File: src/rtl/branch_sequencer.sv
// branch_sequencer: multi-cycle PC sequencer with imem fetch handshake, branch resolve and fetch timeout
module branch_sequencer #(
  parameter int              PC_W     = 16,
  parameter logic [PC_W-1:0] RESET_PC = '0,
  parameter int              MAX_WAIT = 8
) (
  input  logic            clk,
  input  logic            rst_n,
  input  logic            run,
  output logic            imem_req,
  output logic [PC_W-1:0] imem_addr,
  input  logic            imem_ack,
  input  logic [PC_W-1:0] imem_rdata,
  output logic [PC_W-1:0] ir,
  output logic            ir_valid,
  input  logic            halt_in,
  input  logic            is_jmp,
  input  logic            is_cond,
  input  logic            exec_done,
  input  logic            jump,
  input  logic [PC_W-1:0] target,
  output logic            cmp_en,
  output logic [PC_W-1:0] pc,
  output logic [15:0]     instr_count,
  output logic            timeout_err,
  output logic [2:0]      state
);
  typedef enum logic [2:0] {
    S_IDLE    = 3'd0,
    S_FETCH   = 3'd1,
    S_DECODE  = 3'd2,
    S_EXEC    = 3'd3,
    S_RESOLVE = 3'd4,
    S_HALTED  = 3'd5
  } state_t;
  localparam int WW = $clog2(MAX_WAIT + 1);
  state_t          r_state, w_state_nx;
  logic [PC_W-1:0] r_pc, w_pc_nx, r_ir, w_ir_nx;
  logic [15:0]     r_cnt, w_cnt_nx;
  logic [WW-1:0]   r_wait, w_wait_nx;
  logic            r_to, w_to_nx;
  logic [PC_W-1:0] w_pc_inc;
  state_t          w_after;
  assign w_pc_inc = r_pc + PC_W'(1);
  assign w_after  = run ? S_FETCH : S_IDLE;
  // next-state and datapath updates; retirement bumps the counter and re-samples run
  always_comb begin
    w_state_nx = r_state;
    w_pc_nx    = r_pc;
    w_ir_nx    = r_ir;
    w_cnt_nx   = r_cnt;
    w_wait_nx  = r_wait;
    w_to_nx    = r_to;
    case (r_state)
      S_IDLE: w_state_nx = run ? S_FETCH : S_IDLE;
      S_FETCH: begin
        if (imem_ack) begin
          w_ir_nx    = imem_rdata;
          w_wait_nx  = '0;
          w_state_nx = S_DECODE;
        end else if (r_wait == WW'(MAX_WAIT - 1)) begin
          w_to_nx    = 1'b1;
          w_wait_nx  = '0;
          w_state_nx = S_HALTED;
        end else begin
          w_wait_nx  = r_wait + WW'(1);
        end
      end
      S_DECODE: w_state_nx = halt_in ? S_HALTED : S_EXEC;
      S_EXEC: begin
        if (exec_done) begin
          if (!is_jmp && is_cond) begin
            w_state_nx = S_RESOLVE;
          end else begin
            w_pc_nx    = is_jmp ? target : w_pc_inc;
            w_cnt_nx   = r_cnt + 16'd1;
            w_state_nx = w_after;
          end
        end
      end
      S_RESOLVE: begin
        w_pc_nx    = jump ? target : w_pc_inc;
        w_cnt_nx   = r_cnt + 16'd1;
        w_state_nx = w_after;
      end
      default: w_state_nx = r_state;
    endcase
  end
  // state and datapath registers, cleared asynchronously
  always_ff @(posedge clk or negedge rst_n) begin
    if (!rst_n) begin
      r_state <= S_IDLE;
      r_pc    <= RESET_PC;
      r_ir    <= '0;
      r_cnt   <= '0;
      r_wait  <= '0;
      r_to    <= 1'b0;
    end else begin
      r_state <= w_state_nx;
      r_pc    <= w_pc_nx;
      r_ir    <= w_ir_nx;
      r_cnt   <= w_cnt_nx;
      r_wait  <= w_wait_nx;
      r_to    <= w_to_nx;
    end
  end
  assign imem_req    = r_state == S_FETCH;
  assign imem_addr   = r_pc;
  assign ir          = r_ir;
  assign ir_valid    = r_state == S_DECODE;
  assign cmp_en      = r_state == S_RESOLVE;
  assign pc          = r_pc;
  assign instr_count = r_cnt;
  assign timeout_err = r_to;
  assign state       = r_state;
endmodule

File: config.mk
export PLATFORM = sky130hd
export DESIGN_NAME = branch_sequencer
export DESIGN_NICKNAME = d
export VERILOG_FILES = /design/src/rtl/branch_sequencer.sv
export SDC_FILE = /design/constraint.sdc
export NUM_CORES = 1
export LEC_CHECK = 0
export BUFFER_PORTS_ARGS = -buffer_cell sky130_fd_sc_hd__buf_2
export CAP_MARGIN = 20
export CELL_PAD_IN_SITES_DETAIL_PLACEMENT = 1
export CELL_PAD_IN_SITES_GLOBAL_PLACEMENT = 1
export CORE_ASPECT_RATIO = 1.5
export CORE_MARGIN = 8
export CORE_UTILIZATION = 37
export CTS_CLUSTER_DIAMETER = 200
export DETAILED_ROUTE_END_ITERATION = 6
export GPL_TIMING_DRIVEN = 1
export MAX_ROUTING_LAYER = met4
export PLACE_DENSITY_LB_ADDON = 0.1
export SLEW_MARGIN = 25
export SYNTH_ARGS = -nofsm -noshare
export SYNTH_HDL_FRONTEND = slang
export SYNTH_SLANG_ARGS = --single-unit
File: constraint.sdc
create_clock -name clk -period 2.4 [get_ports clk]
set_input_delay 0.12 -clock clk [delete_from_list [all_inputs] [get_ports clk]]
set_output_delay 0.12 -clock clk [all_outputs]
set_load 0.02 [all_outputs]
==> results.toml <==
[run_status]
status = "finished, final reports clean"

[timing]
finalSetupTns_ns = 0
min_period_over_period_pct = 88.2
hold_viol_final = 0
slew_violations = 0
grt_setup_unrepaired = "false"
clock-skew-final_ns = 0.00462
setup_viol = 0
slew_headroom_pct = 50.8
worstMarginPinSlew_ns = 0.736
fmax_mhz = 472
min_period_ns = 2.12

[route]
wl_per_cell_um = 17.5
postRouteWirelength_mm = 8.57
drt_iter0_markers = 99
antenna_left = 0
drcViolationCount = 0
avgViaCountPerCell = 5.25
dr.pass1.iters = 4
vias = 2574

[clock_network]
root_buffer = "clkbuf_16"
clkLatencyLatePin_ns = 0.29
cts_tree = "yes"
clock_sinks = 56
cts_buffer_depth = 2
cts_max_level = 2
cts_buffers = 5
clkSlewWorstSetupHoldPaths_ns = 0.07
cts_setup_buffers = 0

[pwr]
p_per_area_mw_per_mm2 = 1300
power_leakage_nw = 1.79
vdd_drop_max_uv = 550

[setup_path]
arrival_ns = 2.30
rrSetupSlack_ns = 0.28
cp-start-kind = "flop"
cp_cell_sequence = "nor3b_4 -> mux2i_2 -> mux2_1 -> o22a_1"
criticalPathCategory = "flop to flop"
slowest_stage = "mux2i_2"
r2r_cells = 4
r2r_end = "imem_addr[3]$_DFFE_PN0P_"
crit_end = "imem_addr[3]$_DFFE_PN0P_"
crit_fanout = 10
worst_ep_required_time_ns = 2.58
cp_slowest_stage_delay_ns = 0.53
endpoint_kind = "flop"
r2r_start = "state[2]$_DFFE_PN0P_"
crit_start = "state[2]$_DFFE_PN0P_"

[grt]
antenna_found_initial = 0
grt-ovfl-total = 0
grt_pass1_wl_mm = 14.8
track_usage_pct = 15.9
grt_max_degree = 28
grt_pass1_vias = 2845

[synth]
synth.distinct_cells = 57
synth_area_sq_mm = 0.00304
synth_nets = 331
synth_warnings = 0
synthFlopType = "dfrtp_1"
syn_area_per_cell_sq_um = 10.6
synthArstFlopShare_pct = 100
synth_top_cell_by_area = "dfrtp_1"
yosysSeqAreaShare_pct = 46.2
synth_cells = 287
synth.area.top_cells = "dfrtp_1, buf_4, mux2_1"
synth_top_cell_area_share_pct = 46.2
yosys_register_bits = 56
synth_edf_count = 0

[flow_run]
cap_violations = 0

[floorplan]
die_area_sq_mm = 0.0114
pin_count = 112
core_area_sq_mm = 0.00801
fp-row-count = 40
die_h_um = 127
die_width_um = 90.0
initial_core_util_pct = 37.9

[finish]
antennaDiodeCount = 0
nFillCells = 937
postLayoutCoreUtil_pct = 47.0
drive_gt1_share_pct = 37.4
area_growth_syn_to_layout_pct = 23.9
fin_nets = 428

[placed_design]
hpwl_mm = 6.55
gp_congestion = 0.822
port_buffers = 111

[min_path]
hp-class = "input pin to flop"
## layout by cell type, fill, tap and decap left out, drive strengths merged, types with 2 or more instances in the layout
cell type | Yosys | final
a21o | 2 | 2
a21oi | 9 | 9
a22o | 2 | 2
a22oi | 2 | 2
and3 | 2 | 2
and4 | 4 | 4
buf | 29 | 119
clkbuf | 1 | 5
dfrtp | 56 | 56
ha | 3 | 3
inv | 12 | 13
mux2 | 19 | 19
mux2i | 11 | 11
nand2 | 17 | 17
nand3 | 15 | 15
nand4 | 13 | 13
nor2 | 12 | 12
nor2b | 2 | 2
nor3 | 10 | 10
nor3b | 2 | 2
nor4 | 4 | 4
o211ai | 3 | 3
o21ai | 11 | 11
o22a | 2 | 2
o22ai | 2 | 2
o2bb2ai | 3 | 3
o31ai | 2 | 2
or4 | 4 | 4
xnor2 | 14 | 14
## stage by stage
step	total power [W]	hold WS, ns	std cells	cell area, sq um	setup WS (ns)
2_1_floorplan	0.00349	-0.176	287	3040	0.288
3_3_place_gp	0.00418	0.188	481	3600	0.375
3_5_place_dp	0.00423	0.198	481	3600	0.327
4_1_cts	0.00499	0.0337	490	3760	0.288
5_1_grt	0.00528	0.0427	490	3760	0.149
6_report	0.00490	0.0422	490	3760	0.283
## cell usage after synthesis (all sizes together) (3+ instances only)
| master | number |
|---|---|
| inv | 12 |
| nand2 | 17 |
| buf | 29 |
| nor3 | 10 |
| and4 | 4 |
| o211ai | 3 |
| nor4 | 4 |
| nand3 | 15 |
| a21oi | 9 |
| nand4 | 13 |
| or4 | 4 |
| xnor2 | 14 |
| o21ai | 11 |
| dfrtp | 56 |
| nor2 | 12 |
| o2bb2ai | 3 |
| mux2 | 19 |
| ha | 3 |
| mux2i | 11 |
## cells by family (layout without fill, tap and decap cells)
group           count (synthesis)  count (layout)  synth area share [%]
flops                          56              56                  46.2
fa+ha+maj                       3               3                  1.24
buf+inv                        42             140                  7.87
xor+xnor                       15              15                  4.33
simple gates                   93              93                  18.2
compound gates                 48              48                  11.4
mux                            30              30                  10.8
## how the worst min path moves through the flow
stage	depth (start not counted)	to	startpoint
2_1_floorplan	0	imem_addr[0]$_DFFE_PN0P_	rst_n
3_3_place_gp	1	r_wait[2]$_DFFE_PN0N_	rst_n
3_5_place_dp	1	r_wait[2]$_DFFE_PN0N_	rst_n
4_1_cts	2	ir[11]$_DFFE_PN0P_	imem_rdata[11]
5_1_grt	2	ir[7]$_DFFE_PN0P_	imem_rdata[7]
6_report	2	ir[9]$_DFFE_PN0P_	imem_rdata[9]
## sequential cells by signal, indices dropped and copies added (netlist names)
name         cells
imem_addr       16
instr_count     16
ir              16
state            3
timeout_err      1
r_wait           4
## power by group
group	internal [W]	switching, W	leakage, nW	total, W
logic	0.000919	0.00148	1.03	0.00240
registers	0.00130	0.000465	0.692	0.00177
clock network	0.000390	0.000348	0.0702	0.000738
## critical path, delay by kind of cell, from the launching register on
kind / cells / cell delay (ns)
AOI/OAI and AO/OA: 1 / 0.19
DFF: 1 / 0.49
and+or+nand+nor: 1 / 0.42
muxes: 2 / 0.90
## layer usage
layer  share of wire, %  track usage (%)  vias up
li1                   -                -     1224
met1                 44             18.6     1268
met2                 51             27.3       74
met3                3.5             3.19        8
met4                1.3             4.43        0
met5                  0                -        -
## final cells by class
class                           count  area, sq um  share of cell area [%]
Tap cell                          105          131                    3.49
Clock buffer                        5          125                    3.33
Clock inverter                      3         21.3                   0.566
Multi-Input combinational cell    189         1400                    37.2
Inverter                           12         45.0                    1.20
Timing Repair Buffer              120          638                    17.0
Sequential cell                    56         1400                    37.3
## repair_timing
item                                    CTS  global route
resized for setup                         0             0
hold buffers                              1             0
endpoints found under the hold margin    25             0
endpoints found under the setup margin    0             0
No activity file was read; power rests on OpenSTA's default activity.
